## config.mk

```make
export PLATFORM = sky130hd
export DESIGN_NAME = univ_shift_reg
export DESIGN_NICKNAME = d
export VERILOG_FILES = /design/src/rtl/univ_shift_reg.sv
export SDC_FILE = /design/constraint.sdc
export NUM_CORES = 1
export LEC_CHECK = 0
export CAP_MARGIN = 20
export CORE_ASPECT_RATIO = 1.75
export CORE_MARGIN = 2
export CORE_UTILIZATION = 41
export CTS_CLUSTER_DIAMETER = 120
export DETAILED_ROUTE_END_ITERATION = 10
export PLACE_DENSITY = 0.72
export SYNTH_ARGS = -nofsm -noshare
export SYNTH_HDL_FRONTEND = slang
export SYNTH_SLANG_ARGS = --single-unit
```

## constraint.sdc

```tcl
create_clock -name clk -period 4.03 [get_ports clk]
set_input_delay 0.6045 -clock clk [delete_from_list [all_inputs] [get_ports clk]]
set_output_delay 0.6045 -clock clk [all_outputs]
set_load 0.1 [all_outputs]
```

## src/rtl/univ_shift_reg.sv

```systemverilog
// Universal shift register: manual shift/rotate/load operations in IDLE, plus an
// autonomous serialising burst (IDLE -> SHIFT -> DONE) launched by start.
module univ_shift_reg #(
   parameter int unsigned WIDTH = 8,
   parameter int unsigned CNT_W = $clog2(WIDTH + 1)
) (
   input  logic             clk,
   input  logic             reset,
   input  logic             en,
   input  logic [2:0]       mode,
   input  logic             ser_in,
   input  logic [WIDTH-1:0] par_in,
   input  logic             start,
   input  logic             dir,
   input  logic [CNT_W-1:0] count,
   output logic [WIDTH-1:0] q,
   output logic             serial_out,
   output logic             busy,
   output logic             done
);

   typedef enum logic [1:0] {
      IDLE  = 2'd0,
      SHIFT = 2'd1,
      DONE  = 2'd2
   } state_t;

   typedef enum logic [2:0] {
      MODE_HOLD = 3'b000,
      MODE_SHR  = 3'b001,
      MODE_SHL  = 3'b010,
      MODE_ROR  = 3'b011,
      MODE_ROL  = 3'b100,
      MODE_LOAD = 3'b101
   } mode_t;

   localparam logic [CNT_W-1:0] FULL_CNT = CNT_W'(WIDTH);
   localparam logic [CNT_W-1:0] ONE_CNT  = CNT_W'(1);

   state_t           state_q, state_d;
   logic [WIDTH-1:0] q_q, q_d;
   logic             dir_q, dir_d;
   logic [CNT_W-1:0] rem_q, rem_d;

   logic [WIDTH-1:0] shr_v, shl_v, ror_v, rol_v;
   mode_t            mode_s;

   assign mode_s = mode_t'(mode);

   always_comb begin
      shr_v = {ser_in, q_q[WIDTH-1:1]};
      shl_v = {q_q[WIDTH-2:0], ser_in};
      ror_v = {q_q[0], q_q[WIDTH-1:1]};
      rol_v = {q_q[WIDTH-2:0], q_q[WIDTH-1]};
   end

   always_comb begin
      state_d = state_q;
      q_d     = q_q;
      dir_d   = dir_q;
      rem_d   = rem_q;
      unique case (state_q)
         IDLE: begin
            // start wins over any manual operation requested in the same cycle
            if (start) begin
               q_d     = par_in;
               dir_d   = dir;
               rem_d   = (count == '0) ? FULL_CNT : count;
               state_d = SHIFT;
            end else if (en) begin
               case (mode_s)
                  MODE_SHR: begin
                     q_d   = shr_v;
                     dir_d = 1'b0;
                  end
                  MODE_SHL: begin
                     q_d   = shl_v;
                     dir_d = 1'b1;
                  end
                  MODE_ROR: begin
                     q_d   = ror_v;
                     dir_d = 1'b0;
                  end
                  MODE_ROL: begin
                     q_d   = rol_v;
                     dir_d = 1'b1;
                  end
                  MODE_LOAD: q_d = par_in;
                  default:   q_d = q_q;
               endcase
            end
         end
         SHIFT: begin
            q_d   = dir_q ? shl_v : shr_v;
            rem_d = rem_q - ONE_CNT;
            if (rem_q <= ONE_CNT) begin
               state_d = DONE;
            end
         end
         DONE: begin
            state_d = IDLE;
         end
         default: begin
            state_d = IDLE;
         end
      endcase
   end

   always_ff @(posedge clk or posedge reset) begin
      if (reset) begin
         state_q <= IDLE;
         q_q     <= '0;
         dir_q   <= 1'b0;
         rem_q   <= '0;
      end else begin
         state_q <= state_d;
         q_q     <= q_d;
         dir_q   <= dir_d;
         rem_q   <= rem_d;
      end
   end

   // Outputs decode registered state only; serial_out taps the current leading bit.
   assign q          = q_q;
   assign serial_out = dir_q ? q_q[WIDTH-1] : q_q[0];
   assign busy       = (state_q == SHIFT);
   assign done       = (state_q == DONE);

endmodule

```

==> results of run 1 <==
==> sequential cells by signal, summed over array words and instances (netlist names) <==
register and flops:
q 8, state_q 2, rem_q 4, dir_q 1
==> area by class of cell <==
cell class / instances / share of cell area (%)
multi-input cells: 101 / 47.5
flip-flops and latches: 15 / 24.5
repair buffers: 31 / 20.1
clock buffers: 4 / 2.95
inverters: 11 / 2.70
well taps: 27 / 2.21
==> metal layers <==
metal  vias to the layer above  GRT usage [%]  part of all wire [%]
met3                         9           2.88                   5.2
met2                        62           41.5                    54
met1                       590           22.8                    38
met5                         -              0                     0
met4                         0           12.8                   2.6
li1                        569              -                     -
==> tightest hold or removal path, delay by kind of cell, from the launching register on <==
| family | cells | cell delay (ns) |
|---|---|---|
| DFF | 1 | 0.39 |
| buffers and inverters | 1 | 0.06 |
| AOI/OAI and AO/OA | 1 | 0.05 |
==> cell families after synthesis <==
| family | count (synthesis) |
|---|---|
| compound gates | 52 |
| xor+xnor | 1 |
| fa+ha+maj | 4 |
| buf+inv | 19 |
| flops | 15 |
| mux | 9 |
| simple gates | 35 |
==> Yosys cell counts (all sizes together) (2+ instances only) <==
cell type / count / area share [%]
dfrtp: 15 / 32
buf: 7 / 3.2
nand2: 3 / 0.95
a22o: 4 / 3.0
o21ai: 11 / 4.6
a221oi: 2 / 1.5
nand3: 4 / 1.7
nor4: 4 / 3.4
mux2i: 3 / 2.5
a21oi: 12 / 5.7
mux2: 6 / 5.7
a222oi: 5 / 4.2
and2: 2 / 1.1
ha: 4 / 4.2
o311ai: 2 / 1.5
inv: 11 / 3.5
o31ai: 3 / 1.9
o22ai: 6 / 3.2
nand2b: 3 / 1.6
nor2: 11 / 3.7
nor2b: 2 / 1.1
a211oi: 2 / 1.3
==> stage by stage <==
stage	total power, W	worst slack (ns)	utilization, %
after floorplan	0.00110	1.64	-
after detailed placement	0.00134	1.29	54.5
after CTS	0.00147	1.14	56.2
final	0.00147	1.14	56.2
after global placement	0.00133	1.34	54.5
after global routing	0.00155	1.07	56.2
==> where the power goes <==
part           switching [W]  internal [W]  total, W
clock              0.0000545     0.0000701  0.000125
sequential          0.000138      0.000229  0.000367
combinational       0.000670      0.000309  0.000979
total               0.000862      0.000609   0.00147
==> path summary, 6_finish.rpt <==
kind / startpoint / endpoint / slack (ns) / cells after the start
min reg2reg: rem_q[3]$_DFFE_PP0P_ / rem_q[3]$_DFFE_PP0P_ / 0.54 / 2
max reg2reg: state_q[0]$_DFFE_PP0P_ / rem_q[3]$_DFFE_PP0P_ / 2.06 / 5
max in group asynchronous: reset / rem_q[2]$_DFFE_PP0P_ / 2.89 / 2
min in group asynchronous: reset / state_q[0]$_DFFE_PP0P_ / 0.73 / 2
max: dir_q$_DFFE_PP0P_ / serial_out / 1.14 / 2
min: rem_q[3]$_DFFE_PP0P_ / rem_q[3]$_DFFE_PP0P_ / 0.54 / 2
==> summary.txt, run 1 <==
Outcome
  – Status: finished clean

Setup path
  – Crit path launch type: flop
  – Critical Path RT: ~3.4 ns
  – Buf/Inv on CP: 1
  – Setup crit end kind: primary output
  – Crit-path cells: mux2_2 > clkdlybuf4s50_1
  – Highest-delay cell along the critical path: clkdlybuf4s50_1
  – Critical path class: reg -> out
  – Family with the most delay on the worst path: buffers and inverters
  – Worst Path Max Fanout: 12
  – Max incr delay on CP: 1.12 ns
  – WP data arrival: 2.28 ns

Synth
  – Largest family of logic cells by synthesized area: compound AO/OA/AOI/OAI gates
  – Post-synthesis mux area share: 8.24%
  – Cell Area, Synth: 1180 sq um
  – Yosys reg bits: 15
  – Post-Synth Adder-Cell Area: approximately 4.2%
  – Syn_nets: 160
  – Top_reg_cell synth: dfrtp_1
  – Simple-Gate Fraction of Synth Area: around 17%
  – Post-Synth XOR/XNOR Area: 0.739%
  – Seq/Total Area, Yosys: 31.7%
  – Async set-reset flop share out of synthesis: 100%
  – Synth cell types: 42
  – Mapped Cells: 135
  – Syn_area_per_cell: a little under 9 sq um
  – Compound-gate portion of the synthesized area: 30.7%
  – Yosys warnings: 0
  – Post-synth EDFFs: 0

Placement
  – GP Congestion: slightly above 0.9
  – Dpl cell area: 1480 sq um
  – Port Buf Inserts: 31
  – Final HPWL DP: 2.58 mm
  – Placed insts: 185

Routing
  – Drt first-iter violations: 55
  – # DRC: 0
  – DR vias: 1230
  – Antenna viol nets, final: 0
  – Routed wire length: between 3 and 4 mm
  – Routed vias/inst: 6.51
  – Drt first pass iters: 5
  – Avg WL per Cell: between 15 and 20 microns

GRT
  – Vias in the first global route: 1259
  – Initial antenna violation count: 0
  – GRT overflow: 0
  – First-pass GRT wire length: 5.49 mm
  – Total GRT Usage: 22.3%
  – Largest net degree at the start of global routing: 18

Final layout
  – Design area: 1530 sq um
  – Commonest non-fill, non-tap cell in the layout: clkdlybuf4s50_1
  – Share of layout cells above drive strength 1: 11.1%
  – NumNets Final: about 190
  – Fillers: 253
  – ANT cells: 0
  – Most frequent cells in the layout: clkdlybuf4s50_1, dfrtp_1, inv_1, nor2_1, a21oi_1
  – Area occupied by multi-input gates: about 730 sq um
  – Fin cells: about 190
  – Area Growth Syn to Fin: 29.0%
  – FF+latch area: 375 sq um

Pwr
  – Max VDD drop: roughly 0.73 mV
  – Leak Pwr: 0.612 nW
  – Pwr Density: 962 nW/um^2

Clock tree
  – Total CTS buffers: 3
  – CTS Root Buffer Type: clkbuf_8
  – CTS sink count: 15
  – CTS tree: yes
  – Clock Pin Slew Worst Setup and Hold Paths: 0.07 ns
  – Cts repair resizes: 0
  – H-tree depth: 1
  – Postcts setup bufs: 0
  – Hold buffers post-CTS: 0
  – Clk buf depth: 2
  – Worst-Skew Late Latency: 0.25 ns

Floorplan
  – Die area: 3350 sq um
  – Die Span Y: 75.1 microns
  – Cell Rows: 25
  – Horiz. Die Dim: about 45 microns
  – Initial core utilization: 43.5%
  – CORE AREA: ~2700 sq um
  – # IOs: 32

STA
  – Relative slew slack: 34.6%
  – Setup TNS: 0 ns
  – Final Slew Violations: 0
  – Fin. Hold Viols: 0
  – Clock Skew: 0.00865 ns
  – Tmin final: 2.89 ns
  – Setup violations, final: 0
  – Unrepaired setup endpoints after global routing: false
  – Worst Tran Pin Value: about 0.98 ns
  – Final worst path period share: a little under three quarters
  – Highest clock rate: 347 MHz
  – Min Hold Slack: 0.541 ns

Worst hold path
  – Hold Path Class: reg -> reg

Flow run
  – Max Cap Viol: 0
(Power assumes the default switching activity.)
==> run 2, diff against run 1 <==
==> constraint.sdc (replaced) <==
create_clock -name clk -period 2.7 [get_ports clk]
set_input_delay 0.405 -clock clk [delete_from_list [all_inputs] [get_ports clk]]
set_output_delay 0.405 -clock clk [all_outputs]
set_load 0.1 [all_outputs]
==> summary.txt, run 2 (synthesis gave the netlist of run 1 again) <==
GRT
  – First-pass GRT wire length: 5.64 mm
  – Total GRT Usage: 22.6%
  – Vias in the first global route: 1251
  – Largest net degree at the start of global routing: 17
  – Initial antenna violation count: 0
  – GRT overflow: 0

STA
  – Highest clock rate: 437 MHz
  – Min Hold Slack: 0.517 ns
  – Fin. Hold Viols: 0
  – Relative slew slack: about three fifths
  – Tmin final: 2.29 ns
  – Final worst path period share: 84.8%
  – Final Slew Violations: 0
  – Setup TNS: 0 ns
  – Worst Tran Pin Value: 0.590 ns
  – Setup violations, final: 0
  – Clock Skew: 0.00335 ns
  – Unrepaired setup endpoints after global routing: false

Placement
  – GP Congestion: between 0.8 and 0.9
  – Placed insts: 190
  – Port Buf Inserts: 31
  – Final HPWL DP: between 2 and 3 mm

Floorplan
  – Die area: 3350 sq um
  – # IOs: 32
  – Horiz. Die Dim: roughly 45 microns
  – Die Span Y: 75.1 microns
  – Initial core utilization: between 40% and 50%
  – CORE AREA: 2720 sq um
  – Cell Rows: 25

Clock tree
  – CTS Root Buffer Type: clkbuf_8
  – Worst-Skew Late Latency: 0.25 ns
  – Postcts setup bufs: 0
  – H-tree depth: 1
  – Clk buf depth: 2
  – Hold buffers post-CTS: 0
  – CTS sink count: 15
  – CTS tree: yes
  – Total CTS buffers: 3
  – Cts repair resizes: 0
  – Clock Pin Slew Worst Setup and Hold Paths: about 0.06 ns

Setup path
  – Worst Path Max Fanout: 8
  – Critical path class: in -> reg
  – RR Startpoint: state_q[1]$_DFFE_PP0P_
  – Crit path launch type: primary input
  – Crit path from: mode[1]
  – Critical Path RT: 2.81 ns
  – Setup crit end kind: flop
  – WP data arrival: 2.40 ns

Final layout
  – NumNets Final: just under 200
  – Fin cells: 194
  – Final Util: between 50% and 60%
  – Most frequent cells in the layout: clkdlybuf4s50_1, buf_4, dfrtp_1
  – Area Growth Syn to Fin: 30.2%
  – FF+latch area: roughly 380 sq um
  – Fillers: 245
  – Area occupied by multi-input gates: 726 sq um
  – Share of layout cells above drive strength 1: 20.4%
  – Largest register FFs: 8
  – Commonest non-fill, non-tap cell in the layout: clkdlybuf4s50_1
  – ANT cells: 0

Routing
  – Antenna viol nets, final: 0
  – Routed vias/inst: 6.53
  – Drt first pass iters: 5
  – Avg WL per Cell: 18.1 microns
  – Drt first-iter violations: 77
  – # DRC: 0
  – DR vias: 1266
  – Routed wire length: 3.51 mm

Pwr
  – Pwr Density: 1420 nW/um^2
  – Max VDD drop: ~0.94 mV
  – Leak Pwr: approximately 0.65 nW
  – Power Total: between 0.002 and 0.0025 W

Worst hold path
  – Hold Path Class: in -> async

Outcome
  – Status: finished clean

Flow run
  – Max Cap Viol: 0
==> run 2: final timing paths <==
kind	slack, ns	end	depth (start not counted)
worst max-delay path	0.41	q[6]$_DFFE_PP0P_	8
worst min-delay path	0.52	q[7]$_DFFE_PP0P_	2
worst max register to register	0.81	rem_q[3]$_DFFE_PP0P_	5
worst min register to register	0.56	rem_q[3]$_DFFE_PP0P_	2
max in group asynchronous	1.80	q[2]$_DFFE_PP0P_	2
min in group clk	0.56	rem_q[3]$_DFFE_PP0P_	2
==> run 2: per-stage QoR <==
step           setup slack (ns)  instance area [sq um]
2_1_floorplan             0.514                   1180
6_report                  0.411                   1540
4_1_cts                   0.439                   1540
5_1_grt                   0.304                   1540
3_5_place_dp              0.182                   1500
3_3_place_gp              0.271                   1500
==> run 2: metal layers <==
metal  vias up  routed length (microns)  GRT usage, %
li1        578                        -             -
met1       620                     1340          24.4
met2        59                     1900          42.7
met3         9                      186          2.16
met4         0                       87          9.76
met5         -                        0             0
==> run 2: worst max-delay path, stage by stage <==
cell and delay [ns]:
clkdlybuf4s50_1 0.62, inv_1 0.08, ha_1 0.34, buf_4 0.18, a21oi_2 0.12, nor2_1 0.12, a222oi_1 0.38, a21oi_1 0.15
==> run 2: area by class of cell <==
class	count	area share, %
sequential	15	24.3
clock buffer	3	2.68
multi-input combinational	101	47.0
inverter	11	2.68
tap	27	2.19
clock inverter	1	0.324
timing repair buffer	36	20.8
==> run 2: power breakdown <==
group	total, W	switching [W]	internal, W
registers	0.000524	0.000181	0.000343
clock network	0.000183	0.0000805	0.000102
logic	0.00148	0.00104	0.000449
total	0.00219	0.00130	0.000894
==> RTL edit, RTL diff (settings of run 1) <==
Set the parameter `WIDTH` to 32 (it was 8).
--- a/src/rtl/univ_shift_reg.sv
+++ b/src/rtl/univ_shift_reg.sv
@@ -1,7 +1,7 @@
 // Universal shift register: manual shift/rotate/load operations in IDLE, plus an
 // autonomous serialising burst (IDLE -> SHIFT -> DONE) launched by start.
 module univ_shift_reg #(
-   parameter int unsigned WIDTH = 8,
+   parameter int unsigned WIDTH = 32,
    parameter int unsigned CNT_W = $clog2(WIDTH + 1)
 ) (
    input  logic             clk,
Ports: changed (resized count, par_in and q); port bits go from 32 to 82. The function was not compared with the original's and may differ.
==> RTL edit against run 1 <==
Register-to-register slack got worse by 0.17 ns. Sequential cell count is 26 higher. Setup slack better by 0.015 ns. Synthesized cell count up 130%. Routed wire length up 150%. Synthesized area grew to 2.6 times the old value. Final area grew to 2.6 times the old value. Highest routed layer unchanged.
Power is not shown: default switching activity piles up to over one toggle a cycle in this logic, so the estimate is an artifact.
==> RTL edit: results (changes against run 1) <==
status: finished, final reports clean (unchanged)
final net count: 432 (was 188)
total congestion overflow: 0 (unchanged)
CTS Buf Count: 5 (was 3)
Worst path slowest cell: clkdlybuf4s50_1 (unchanged)
post-cts sizing count: 0 (unchanged)
hold depth: 2 (unchanged)
Max Buffers Root-to-Sink: 2 (unchanged)
met3 Resource Use GR: 3.34% (was 2.88%)
Synth Flop Type: dfrtp_1 (unchanged)
setup TNS: 0 ns (unchanged)
top cells by count, synth: a21oi_1 (56), dfrtp_1 (41), mux2_2 (29), o22ai_2 (29), nand2_1 (19) (was dfrtp_1 (15), a21oi_1 (10), inv_1 (10), nor2_1 (10), o21ai_0 (8))
max FFs per register: 32 (was 8)
drt via density: 6.21 (was 6.51)
CP arrival: 2.27 ns
Placer Congestion: 0.833 (was 0.911)
Port Buffer Count: 81 (was 31)
Worst slew margin: 34.4% (was 34.6%)
met2 Use GR: 38.6% (was 41.5%)
number of inserted diodes: 0 (unchanged)
Clk Latency, worst-skew pair: 0.28 ns (was 0.25 ns)
Largest delay share family, worst path: buffers and inverters (unchanged)
post-synthesis sequential area ratio: 33.8% (was 31.7%)
Root Driver: clkbuf_16 (was clkbuf_8)
Post-CTS Hold Buffers: 0 (unchanged)
distinct cell type count after synthesis: 43 (was 42)
CP peak stage delay: 1.13 ns
hpwl dp: 5560 um (was 2580 um)
H-tree levels: 2 (was 1)
Min-Delay Path Class: flop to flop (unchanged)
# Post-CTS Setup Buffers: 0 (unchanged)
Syn. warnings: 0 (unchanged)
Final Skew: 0.00639 ns (was 0.00865 ns)
largest cells by area after synthesis: dfrtp_1 (34%), o22ai_2 (12%), mux2_2 (11%) (was dfrtp_1 (32%), mux2_2 (5.7%), a21oi_1 (4.2%))
first-pass GRT wire length: 14000 um (was 5490 um)
Layout fillers: 676 (was 253)
fraction of layout cells with a size suffix above 1: 21.7% (was 11.1%)
largest net degree at the start of global routing: 42 (was 18)
initial antenna violation count: 0 (unchanged)
asr flop ratio synth: 100% (unchanged)
CP Max Fanout: 17 (was 12)
1st-iter DRT viols: 254 (was 55)
number of global-route vias before repair: 2873 (was 1259)
met1 Usage GRT: 22.8% (about the same)
DR pass1 iterations: 4 (was 5)
GRT Total Usage: 20.6% (was 22.3%)
worst r2r path cells: 5 (unchanged)
Mapped Nets: 366 (was 160)
Fin. Hold Viols: 0 (unchanged)
detail-routed net length per standard cell: 17.9 um (was 18.1 um)
clock transition at the registers of the reported paths: 0.06 ns
## RTL edit: area by class of cell
class                           count  area [um^2]  share of cell area [%]
Multi-Input combinational cell    233         1810                    44.9
Clock buffer                        6          139                    3.45
Clock inverter                      2         37.5                   0.933
Sequential cell                    41         1030                    25.5
Inverter                           12         45.0                    1.12
Tap cell                           86          108                    2.67
Timing Repair Buffer               88          861                    21.4
## RTL edit: worst min-delay path, cell delays in order, from the launching register on
cell and delay [ns]:
dfrtp_1 0.33, o21ai_0 0.07, o21ai_0 0.06
## RTL edit: logic make-up (layout without fill, tap and decap cells)
family                   count (synthesis)  in the layout  share of synthesized area (%)
XOR/XNOR                                 1              1                          0.289
multiplexers                            30             30                           11.1
AO/OA/AOI/OAI                          147            147                           37.6
AND/OR/NAND/NOR                         51             51                           8.58
flip-flops                              41             41                           33.8
buffers and inverters                   41            108                           6.89
adder cells (fa/ha/maj)                  4              4                           1.65
## RTL edit: final timing paths
| path | from | end | slack [ns] |
|---|---|---|---|
| worst min register to register | rem_q[5] | rem_q[5] | 0.50 |
| min in group asynchronous | reset | q[13] | 0.76 |
| worst max-delay path | state_q[0] | busy | 1.16 |
| worst min-delay path | rem_q[5] | rem_q[5] | 0.50 |
| max in group asynchronous | reset | rem_q[2] | 2.86 |
| worst max register to register | state_q[0] | q[5] | 1.89 |
## RTL edit: metrics by stage
| stage | cells | instance area, um^2 | setup slack [ns] | hold WS [ns] |
|---|---|---|---|---|
| floorplan | 315 | 3030 | 0.173 | 0.463 |
| global placement | 460 | 3850 | 1.08 | 0.486 |
| detailed placement | 460 | 3850 | 1.00 | 0.490 |
| CTS | 468 | 4030 | 1.13 | 0.504 |
| global route | 468 | 4030 | 1.06 | 0.565 |
| finish | 468 | 4030 | 1.16 | 0.498 |
## RTL edit: metal layers
metal	share of wire, %	up-vias
li1	-	1352
met1	38	1456
met4	2.0	0
met3	4.1	14
met2	56	86
met5	0	-
